--- src/rtl/mem_bus_arbiter.sv ---
`timescale 1ns/1ps
// -----------------------------------------------------------------------------
// mem_bus_arbiter
//
// Shares one synchronous-read memory port between the 6502 CPU bus and a
// DMA/debug burst engine. The DMA engine runs bursts of up to 256 beats from a
// base address. While the CPU is waiting, the DMA engine may take at most BURST
// consecutive beats before the CPU gets one slot. The CPU gets every slot the
// DMA engine does not use.
//
// Ports
//   ph1, reset            clock (rising edge) and synchronous active-high reset
//   cpu_req/we/addr/wdata CPU access request; cpu_rdy grants it this cycle
//   cpu_rdata/rvalid      CPU read data, valid the cycle after a granted read
//   dma_start/we/base/len burst start pulse and burst parameters (len 0 = 256)
//   dma_wdata/wvalid      write beat data; dma_wready marks a consumed beat
//   dma_rdata/rvalid      read beat data, valid the cycle after the beat
//   dma_busy, dma_done    burst in progress; one-cycle completion pulse
//   mem_addr/we/wdata     memory port; mem_rdata is valid one cycle after addr
// -----------------------------------------------------------------------------
module mem_bus_arbiter #(
   parameter int ADDR_W = 16,
   parameter int DATA_W = 8,
   parameter int BURST  = 4
) (
   input  logic              ph1,
   input  logic              reset,
   // CPU side
   input  logic              cpu_req,
   input  logic              cpu_we,
   input  logic [ADDR_W-1:0] cpu_addr,
   input  logic [DATA_W-1:0] cpu_wdata,
   output logic              cpu_rdy,
   output logic [DATA_W-1:0] cpu_rdata,
   output logic              cpu_rvalid,
   // DMA side
   input  logic              dma_start,
   input  logic              dma_we,
   input  logic [ADDR_W-1:0] dma_base,
   input  logic [7:0]        dma_len,
   input  logic [DATA_W-1:0] dma_wdata,
   input  logic              dma_wvalid,
   output logic              dma_wready,
   output logic [DATA_W-1:0] dma_rdata,
   output logic              dma_rvalid,
   output logic              dma_busy,
   output logic              dma_done,
   // Memory side
   output logic [ADDR_W-1:0] mem_addr,
   output logic              mem_we,
   output logic [DATA_W-1:0] mem_wdata,
   input  logic [DATA_W-1:0] mem_rdata
);

   localparam int               RUN_W   = (BURST < 1) ? 1 : $clog2(BURST + 1);
   localparam logic [RUN_W-1:0] RUN_MAX = RUN_W'(BURST);

   logic              active_q, active_d;
   logic              dir_q,    dir_d;
   logic [ADDR_W-1:0] ptr_q,    ptr_d;
   logic [8:0]        remain_q, remain_d;
   logic [RUN_W-1:0]  run_q,    run_d;
   logic              cpu_rd_q, cpu_rd_d;
   logic              dma_rd_q, dma_rd_d;
   logic              last_q,   last_d;

   logic              dma_elig;
   logic              cpu_grant;

   // A DMA beat goes out unless the CPU is waiting and the DMA engine has
   // already used up its run, or a write burst has no data to offer.
   assign dma_elig  = active_q && ((run_q < RUN_MAX) || !cpu_req) && (!dir_q || dma_wvalid);
   assign cpu_grant = !dma_elig && cpu_req;

   // Idle slots still present the CPU address/data so the port only toggles
   // when the CPU changes its request.
   assign mem_addr   = dma_elig ? ptr_q     : cpu_addr;
   assign mem_wdata  = dma_elig ? dma_wdata : cpu_wdata;
   assign mem_we     = dma_elig ? dir_q     : (cpu_grant && cpu_we);

   assign cpu_rdy    = cpu_grant;
   assign dma_wready = dma_elig && dir_q;

   assign cpu_rdata  = mem_rdata;
   assign dma_rdata  = mem_rdata;
   assign cpu_rvalid = cpu_rd_q;
   assign dma_rvalid = dma_rd_q;
   assign dma_busy   = active_q;
   assign dma_done   = last_q;

   always_comb begin
      // NOTE: every variable gets a default here so no path leaves one
      // unassigned; an unassigned path would infer a latch.
      active_d = active_q;
      dir_d    = dir_q;
      ptr_d    = ptr_q;
      remain_d = remain_q;
      run_d    = run_q;
      cpu_rd_d = cpu_grant && !cpu_we;
      dma_rd_d = dma_elig && !dir_q;
      last_d   = dma_elig && (remain_q == 9'd1);

      if (dma_elig) begin
         ptr_d    = ptr_q + ADDR_W'(1);
         remain_d = remain_q - 9'd1;
         run_d    = (run_q == RUN_MAX) ? RUN_MAX : run_q + RUN_W'(1);
         if (remain_q == 9'd1) begin
            active_d = 1'b0;
         end
      end else if (cpu_req) begin
         run_d = '0;
      end

      // A start only lands while idle, so it never overlaps a beat above.
      if (dma_start && !active_q) begin
         active_d = 1'b1;
         dir_d    = dma_we;
         ptr_d    = dma_base;
         remain_d = (dma_len == 8'd0) ? 9'd256 : {1'b0, dma_len};
         run_d    = '0;
      end
   end

   always_ff @(posedge ph1) begin
      // NOTE: non-blocking assignments so every flop samples the values from
      // before this edge, independent of statement order.
      if (reset) begin
         active_q <= 1'b0;
         dir_q    <= 1'b0;
         ptr_q    <= '0;
         remain_q <= '0;
         run_q    <= '0;
         cpu_rd_q <= 1'b0;
         dma_rd_q <= 1'b0;
         last_q   <= 1'b0;
      end else begin
         active_q <= active_d;
         dir_q    <= dir_d;
         ptr_q    <= ptr_d;
         remain_q <= remain_d;
         run_q    <= run_d;
         cpu_rd_q <= cpu_rd_d;
         dma_rd_q <= dma_rd_d;
         last_q   <= last_d;
      end
   end

endmodule

--- config.mk ---
export PLATFORM = sky130hd
export DESIGN_NAME = mem_bus_arbiter
export DESIGN_NICKNAME = d
export VERILOG_FILES = /design/src/rtl/mem_bus_arbiter.sv
export SDC_FILE = /design/constraint.sdc
export NUM_CORES = 1
export LEC_CHECK = 0
export ABC_CLOCK_PERIOD_IN_PS = 2000
export BUFFER_PORTS_ARGS = -buffer_cell sky130_fd_sc_hd__buf_2
export CAP_MARGIN = 20
export CORE_ASPECT_RATIO = 0.75
export CORE_MARGIN = 10
export CORE_UTILIZATION = 45
export CTS_CLUSTER_SIZE = 25
export DETAILED_ROUTE_END_ITERATION = 10
export HOLD_SLACK_MARGIN = 0.06
export PLACE_DENSITY = 0.84
export SKIP_CTS_REPAIR_TIMING = 1
export SYNTH_ARGS = -nofsm -noshare
export SYNTH_HDL_FRONTEND = slang
export SYNTH_SLANG_ARGS = --single-unit
export TNS_END_PERCENT = 30
--- constraint.sdc ---
create_clock -name ph1 -period 2 [get_ports ph1]
set_clock_uncertainty 0.1 [all_clocks]
set_input_delay 0.1 -clock ph1 [delete_from_list [all_inputs] [get_ports ph1]]
set_output_delay 0.1 -clock ph1 [all_outputs]
set_load 0.02 [all_outputs]
# Yosys cells after proc, flatten, opt, wreduce, memory -nomap -nowiden
# Cells that the tools add are included.
# op_classes
n_reduce_logical	22
shifts	0
n_div	0
mul	0
eq_ne	2
order_cmp	1
mux	14
bitwise	0
add_sub_neg	3
# op_table
cell	n
16-bit 2-to-1 mux	3
9-bit 2-to-1 mux	3
16-bit by 1-bit adder with 16-bit output (second input constant)	1
9-bit by 1-bit equality test with 1-bit output (second input constant)	1
1-bit logical AND	9
3-bit 2-to-1 mux	3
9-bit by 1-bit subtractor with 9-bit output (second input constant)	1
8-bit zero test	1
8-bit 2-to-1 mux	1
2-bit nonzero test	3
1-bit zero test	5
1-bit 2-to-1 mux	4
3-bit by 1-bit adder with 3-bit output (second input constant)	1
3-bit equality test (second input constant)	1
3-bit less-than comparator (second input constant)	1
1-bit logical OR	2
2-bit AND reduction	1
2-bit OR reduction	1
# totals
latchBits	0
wordCells	50
input_bits	71
ramBits	0
regBits	33
n_memories	0
output_inout_bits	47
rom_bits	0

# Longest topological paths before layout
# Gate-level depths: netlist of run 1.
# logic_depth
word_depth	8
mapped_depth	7
mapped_depth_nobuf	6

# Worst setup path before layout of run 1
# Ideal clock, no wire load.
# synth_path
path_kind	register -> output
start	reg active_q (netlist: dma_busy)
end	out mem_we
t_arrival_ps	1597
setup_slack_ps	203
path_buffers	2
stages_incl_launch_ff	6
t_required_ps	1800
path_cell_list	dfxtp_1 -> and3_1 -> clkbuf_1 -> clkbuf_1 -> nor2_1 -> a21o_1
# synth_between
elab_chain_len	6
# synth_rtl
element	line_no	rtl
start: declaration	58	logic active_q, active_d;
start signal: assignment	137	active_q <= active_d;
1-bit logical AND (2 in series)	72	assign dma_elig = active_q && ((run_q < RUN_MAX) || !cpu_req) && (!dir_q || dma_wvalid);
1-bit zero test	73	assign cpu_grant = !dma_elig && cpu_req;
1-bit logical AND	73	
net cpu_rdy	33	output logic cpu_rdy,
1-bit logical AND	79	assign mem_we = dma_elig ? dir_q : (cpu_grant && cpu_we);
1-bit 2-to-1 mux	79	
end: declaration	50	output logic mem_we,
# The timed path passes the listed nets, and every way through them passes these cells.

# Final worst setup path of run 1
# layout_path
start	reg dir_q
end	out mem_addr[12]
# layout_between
elab_chain_len	4
# layout_rtl
element	line_no	rtl
start: declaration	59	logic dir_q, dir_d;
start signal: assignment	138	dir_q <= dir_d;
1-bit zero test	72	
1-bit logical OR	72	
1-bit logical AND	72	
16-bit 2-to-1 mux	77	assign mem_addr = dma_elig ? ptr_q : cpu_addr;
end: declaration	49	output logic [ADDR_W-1:0] mem_addr,
# No other way between the ends.

==> results.tsv, run 1 <==
stage	metric	value	unit
outcome	status	finished with violations	
outcome	failing checks	negative hold slack	
drt	vias	2499	
timing	Rel. slew slack	0.571	
synthesis	Synth area leader	dfxtp_1	
power	worst vdd ir	0.321	mV
cts	Worst-Skew Late Latency	0.29	ns
timing	count of final hold-check violations	1	
timing	period utilization	0.925	
cts	CTS Buf Count	5	
drt	Residual DRC	0	
final_layout	multi-input logic area	1290	um2
power	leak pwr	1.37	nW
cts	CTS H-tree depth	2	
placement	IO Port Bufs	93	
worst_setup_path	critical path cell sequence	nand2b_2, and3_4, buf_12, buf_4, nand2_1, nand2_1, buf_2	
cts	clock sinks	33	
timing	min Tclk post-route	1.85	ns
worst_setup_path	CP Max Fanout	27	
synthesis	number of synthesis warnings	0	
synthesis	Post-synth top flop	dfxtp_1	
synthesis	Distinct cells, synth	45	
synthesis	Mapped Area	2170	um2
synthesis	Yosys reg bits	33	
timing	TNS Setup	0	ns
floorplanning	die span in y	80.2	um
final_layout	Design Area, Final	2890	um2
grt	largest net degree at the start of global routing	34	
placement	hpwl dp	5040	um
final_layout	Nets	484	
floorplanning	die width	100	um
floorplanning	Initial Util	0.475	
synthesis	Async SR Flop Fraction	0	
synthesis	share of the synthesized area in the top cell type	0.304	
synthesis	Post-synth EDFFs	0	
timing	Finish-stage setup viols	0	
placement	area post-placement	2600	um2
timing	Worst Hold Margin	-0.00491	ns
hold_path	depth of the worst hold-timing path	3	
synthesis	Post-synth top cells	nand2_1, dfxtp_1, nor2_1	
synthesis	Cells after Synth	315	
drt	DRT Pass-1 Iters	4	
worst_setup_path	Most common cell on crit path	nand2_1	
cts	TritonCTS clock tree	done	
hold_path	HP Class	input pin to register	
timing	RSZ-0062 raised after global routing	no	
worst_setup_path	Slowest Stage Delay on Critical Path	0.34	ns
final_layout	Ant. Diodes	0	
grt	remaining global-route overflow	0	
worst_setup_path	FF-to-FF path depth	5	
worst_setup_path	kind of critical path	register to output pin	
synthesis	count leader, synth	nand2_1	
power	Power Density	659	nW/um2
drt	1st-iter DRT viols	190	
synthesis	sequential share of the synthesized area	0.304	
timing	f_max	540	MHz
drt	Wirelength per Cell	14.9	um
drt	Post-DRT Antenna Nets	0	
final_layout	Layout area overhead	33.3	%
final_layout	fraction of layout cells with a size suffix above 1	0.301	
grt	vias in the first global route	2335	
worst_setup_path	Data required, critical path	1.80	ns
worst_setup_path	Critical Path AT	1.65	ns
placement	RD Place Congestion	0.855	
timing	Worst Tran Pin Value	0.643	ns
synthesis	Mean Syn Cell Area	6.89	um2
cts	root buffer cell	clkbuf_8	
grt	GRT Overall Usage	0.161	
timing	final-report max-slew violation count	0	
final_layout	Reg area	661	um2
floorplanning	core box area	4570	um2
flow_run	Max Cap Viol	0	
synthesis	top post-synthesis cells by area	dfxtp_1, nand2_1, buf_4, a21oi_1, nor2_1	
cts	clock-pin slew on the worst setup and hold paths	0.07	ns
drt	WL final	6960	um
drt	Via density	5.36	
grt	first-pass GRT wire length	10900	um
grt	initial antenna violation count	0	
cts	clock tree buffer depth	2	
worst_setup_path	Critical Path End Type	output pin	
synthesis	Mapped Nets	391	
final_layout	Layout fillers	411	
floorplanning	IO Count	118	
floorplanning	row count	21	
floorplanning	die area	8030	um2
worst_setup_path	Crit-path slowest cell	dfxtp_1	
worst_setup_path	Worst Setup Start Kind	register	
per-layer routing:
layer / global-route usage / vias to the layer above / share of wire
li1: - / 1265 / -
met1: 0.211 / 1116 / 0.46
met2: 0.232 / 110 / 0.42
met3: 0.0650 / 8 / 0.10
met4: 0.0535 / 0 / 0.011
met5: 0 / - / 0
report_power, final:
part	switching [W]	internal, W	leakage, nW	total (W)
combinational	0.000334	0.000243	1.05	0.000577
sequential	0.0000543	0.000707	0.271	0.000762
clock	0.000256	0.000311	0.0542	0.000567
total	0.000644	0.00126	1.37	0.00191
state kept, by name, summed over array words and instances (netlist names):
name,cells
cpu_rvalid,1
dir_q,1
dma_busy,1
dma_done,1
dma_rvalid,1
ptr_q,16
remain_q,9
run_q,3
area by class of cell:
type	instances	area share
clock buffers	7	0.0333
clock inverters	1	0.00173
inverters	7	0.00908
multi-input cells	239	0.447
flip-flops and latches	33	0.228
well taps	57	0.0246
repair buffers	122	0.256
stage by stage:
stage | setup WS (ns) | total power, W | util | std cells | hold WS [ns]
final | 0.150 | 0.00191 | 0.633 | 466 | -0.00491
after global routing | 0.000758 | 0.00201 | 0.633 | 466 | 0.0584
after CTS | 0.0422 | 0.00188 | 0.591 | 448 | -0.128
after detailed placement | 0.153 | 0.00132 | 0.569 | 440 | 0.100
after floorplan | 0.203 | 0.00116 | - | 315 | 0.0787
after global placement | 0.231 | 0.00131 | 0.569 | 440 | 0.100
cells in the final DEF (no fill, tap or decap), types with 2 or more instances in the layout:
cell type	netlist	routed
buf_2	7	93
nand2_1	86	86
dfxtp_1	33	33
nor2_1	23	23
a21oi_1	19	19
dlygate4sd3_1	0	18
nand3_1	12	12
o21ai_0	10	10
a31oi_1	10	10
buf_4	16	10
nor3_1	8	8
a22oi_1	8	8
inv_1	7	7
nand4_1	7	7
clkbuf_8	0	7
ha_1	5	5
or3_1	4	4
nor4_1	4	4
o211ai_1	4	4
and3_1	4	3
xnor2_1	3	3
a211oi_1	3	3
and2_1	2	2
nand2b_1	2	2
nor3b_1	2	2
o22ai_1	2	2
or2_2	2	2
or3_2	2	2
worst paths after layout:
kind,start,endpoint,slack (ns)
setup / recovery,dir_q$_SDFFE_PP0P_,mem_addr[12],0.15
hold / removal,dma_base[9],ptr_q[9]$_SDFFE_PP0P_,-0.005
setup reg to reg,remain_q[2]$_SDFFE_PP0P_,dma_busy$_SDFFE_PP0P_,0.18
hold reg to reg,dir_q$_SDFFE_PP0P_,dma_rvalid$_SDFF_PP0_,0.39
logic make-up (layout without fill, tap and decap cells):
kind of cell,Yosys count,count (layout),synth area share
AO/OA/AOI/OAI,64,64,0.186
buffers and inverters,43,137,0.106
multiplexers,1,1,0.00519
AND/OR/NAND/NOR,165,165,0.353
XOR/XNOR,4,4,0.0161
adder cells (fa/ha/maj),5,5,0.0288
flip-flops,33,33,0.304
critical path, delay by kind of cell, from the launching register on:
family / cells / cell delay, ns
simple gates: 4 / 0.48
flops: 1 / 0.34
buf+inv: 3 / 0.53
(Power assumes the default switching activity.)
==> run 2: changes to the inputs <==
--- a/config.mk
+++ b/config.mk
@@ -5,16 +5,17 @@
 export SDC_FILE = /design/constraint.sdc
 export NUM_CORES = 1
 export LEC_CHECK = 0
-export ABC_CLOCK_PERIOD_IN_PS = 2000
+export ABC_CLOCK_PERIOD_IN_PS = 2300
 export BUFFER_PORTS_ARGS = -buffer_cell sky130_fd_sc_hd__buf_2
 export CAP_MARGIN = 20
 export CORE_ASPECT_RATIO = 0.75
 export CORE_MARGIN = 10
-export CORE_UTILIZATION = 45
+export CORE_UTILIZATION = 48
 export CTS_CLUSTER_SIZE = 25
 export DETAILED_ROUTE_END_ITERATION = 10
 export HOLD_SLACK_MARGIN = 0.06
 export PLACE_DENSITY = 0.84
+export REMOVE_ABC_BUFFERS = 1
 export SKIP_CTS_REPAIR_TIMING = 1
 export SYNTH_ARGS = -nofsm -noshare
 export SYNTH_HDL_FRONTEND = slang
==> constraint.sdc (replaced) <==
create_clock -name ph1 -period 2.3 [get_ports ph1]
set_clock_uncertainty 0.1 [all_clocks]
set_input_delay 0.115 -clock ph1 [delete_from_list [all_inputs] [get_ports ph1]]
set_output_delay 0.115 -clock ph1 [all_outputs]
set_load 0.02 [all_outputs]
==> results.tsv, run 2 (synthesis gave the netlist of run 1 again) <==
stage	metric	value	unit	change
worst_setup_path	Data required, critical path	2.09	ns	was 1.80 ns
power	Power Density	570	nW/um2	was 659 nW/um2
drt	Via density	5.41		was 5.36
placement	hpwl dp	4800	um	was 5040 um
grt	remaining global-route overflow	0		unchanged
timing	count of final hold-check violations	0		was 1
timing	RSZ-0062 raised after global routing	no		unchanged
power	share of power burned in registers	0.407		was 0.400
timing	Worst Hold Margin	0.0239	ns	was -0.00491 ns
drt	WL final	6600	um	was 6960 um
drt	DRT Pass-1 Iters	4		unchanged
cts	clock tree buffer depth	2		unchanged
power	Tot Pwr	0.00164	W	was 0.00191 W
final_layout	Layout fillers	403		was 411
floorplanning	die span in y	78.2	um	was 80.2 um
grt	largest net degree at the start of global routing	38		was 34
worst_setup_path	Critical Path End Type	output pin		unchanged
worst_setup_path	critical path cell sequence	and3_1, buf_4, buf_4, nand2_1, nand2_1, buf_2		was nand2b_2, and3_4, buf_12, buf_4, nand2_1, nand2_1, buf_2
floorplanning	IO Count	118		unchanged
final_layout	fraction of layout cells with a size suffix above 1	0.290		was 0.301
drt	vias	2512		was 2499
cts	clock sinks	33		unchanged
hold_path	HP Class	input pin to register		unchanged
floorplanning	core box area	4410	um2	was 4570 um2
grt	GRT Overall Usage	0.161		about the same
worst_setup_path	Setup crit end	mem_addr[11]		was mem_addr[12]
worst_setup_path	Critical R2R Launch	ptr_q[0]$_SDFFE_PP0P_		was remain_q[2]$_SDFFE_PP0P_
worst_setup_path	Crit-path slowest cell	dfxtp_1		unchanged
power	Psw	0.000547	W	was 0.000644 W
worst_setup_path	Slowest Stage Delay on Critical Path	0.47	ns	was 0.34 ns
cts	root buffer cell	clkbuf_8		unchanged
timing	min Tclk post-route	2.02	ns	
grt	initial antenna violation count	0		unchanged
grt	first-pass GRT wire length	10600	um	was 10900 um
flow_run	Max Cap Viol	0		unchanged
placement	IO Port Bufs	93		unchanged
drt	Residual DRC	0		unchanged
worst_setup_path	FF-to-FF path depth	6		was 5
final_layout	commonest non-fill, non-tap cell in the layout	buf_2		unchanged
final_layout	max FFs per register	16		unchanged
final_layout	Largest Register	ptr_q		unchanged
drt	1st-iter DRT viols	161		was 190
worst_setup_path	kind of critical path	register to output pin		unchanged
worst_setup_path	Critical Path AT	1.81	ns	was 1.65 ns
power	sw frac	0.334		was 0.338
outcome	status	complete, no violations		was finished with violations
worst_setup_path	R2R Path End	ptr_q[12]$_SDFFE_PP0P_		was dma_busy$_SDFFE_PP0P_
power	Int Power	0.00109	W	was 0.00126 W
grt	vias in the first global route	2348		was 2335
worst_setup_path	crit path from	dma_busy$_SDFFE_PP0P_		was dir_q$_SDFFE_PP0P_
timing	period utilization	0.879		
final_layout	Ant. Diodes	0		unchanged
timing	final-report max-slew violation count	0		unchanged
cts	CTS H-tree depth	2		unchanged
floorplanning	die width	97.7	um	was 100 um
final_layout	Nets	482		was 484
timing	Finish-stage setup viols	0		unchanged
timing	Rel. slew slack	0.579		was 0.571
power	worst vdd ir	0.375	mV	was 0.321 mV
drt	Post-DRT Antenna Nets	0		unchanged
worst_setup_path	R2R setup slack	0.40	ns	was 0.18 ns
cts	TritonCTS clock tree	done		unchanged
final_layout	Regs by FF count	ptr_q x16, remain_q x9, run_q x3		unchanged
floorplanning	Initial Util	0.492		was 0.475
cts	clock-pin slew on the worst setup and hold paths	0.07	ns	about the same
final_layout	commonest non-fill, non-tap cells in the layout	buf_2, nand2_1, dfxtp_1, nor2_1, dlygate4sd3_1		was buf_2, nand2_1, dfxtp_1, nor2_1, a21oi_1
power	leak pwr	1.35	nW	was 1.37 nW
drt	Wirelength per Cell	14.2	um	was 14.9 um
timing	f_max	494	MHz	
worst_setup_path	CP Max Fanout	29		was 27
timing	TNS Setup	0	ns	unchanged
cts	CTS Buf Count	5		unchanged
worst_setup_path	Worst Setup Start Kind	register		unchanged
timing	Worst Tran Pin Value	0.627	ns	was 0.643 ns
floorplanning	die area	7640	um2	was 8030 um2
final_layout	Layout area overhead	32.3	%	was 33.3%
cts	Worst-Skew Late Latency	0.29	ns	about the same
power	Comb power frac	0.295		was 0.303
placement	RD Place Congestion	0.847		was 0.855
power	Clk pwr share	0.298		about the same
floorplanning	row count	21		unchanged
[run 2: critical path: cells and delay by family, from the launching register on]
kind | cells | cell delay (ns)
buffers and inverters | 3 | 0.69
DFF | 1 | 0.47
and+or+nand+nor | 3 | 0.35
[run 2: layer usage]
metal / global-route usage / wire length [um]
met5: 0 / 0
met4: 0.0580 / 104
met3: 0.0892 / 630
met2: 0.248 / 3000
met1: 0.184 / 2870
[run 2: metrics by stage]
| stage | instances | cell area, um2 | utilization | setup slack, ns |
|---|---|---|---|---|
| final | 464 | 2870 | 0.651 | 0.277 |
| after detailed placement | 436 | 2570 | 0.582 | 0.435 |
| after global placement | 436 | 2570 | 0.582 | 0.498 |
| after global routing | 464 | 2870 | 0.651 | 0.101 |
| after CTS | 444 | 2670 | 0.605 | 0.260 |
| after floorplan | 279 | 1970 | - | -0.0537 |
[run 2: final cells by class]
class | instances | area [um2] | share of cell area
Multi-Input combinational cell | 239 | 1280 | 0.446
Sequential cell | 33 | 661 | 0.230
Tap cell | 57 | 71.3 | 0.0248
Inverter | 7 | 26.3 | 0.00915
Clock inverter | 1 | 5.00 | 0.00174
Clock buffer | 7 | 96.3 | 0.0335
Timing Repair Buffer | 120 | 731 | 0.254
[run 2: how the worst min path moves through the flow]
stage,from,to,slack [ns],depth (start not counted)
after floorplan,reset,remain_q[7]$_SDFFE_PP0P_,0.08,1
after global placement,mem_rdata[0],dma_rdata[0],0.13,0
after detailed placement,mem_rdata[0],dma_rdata[0],0.13,0
after CTS,cpu_we,cpu_rvalid$_SDFF_PP0_,-0.12,2
after global routing,dma_base[10],ptr_q[10]$_SDFFE_PP0P_,0.06,3
final,dma_base[11],ptr_q[11]$_SDFFE_PP0P_,0.02,3
[run 2: power groups by stage]
stage	Clock (W)	Sequential (W)	Combinational (W)
after floorplan	0	0.000669	0.000273
after global placement	0	0.000674	0.000448
after detailed placement	0	0.000678	0.000456
after CTS	0.000506	0.000665	0.000458
after global routing	0.000525	0.000672	0.000542
final	0.000488	0.000666	0.000483
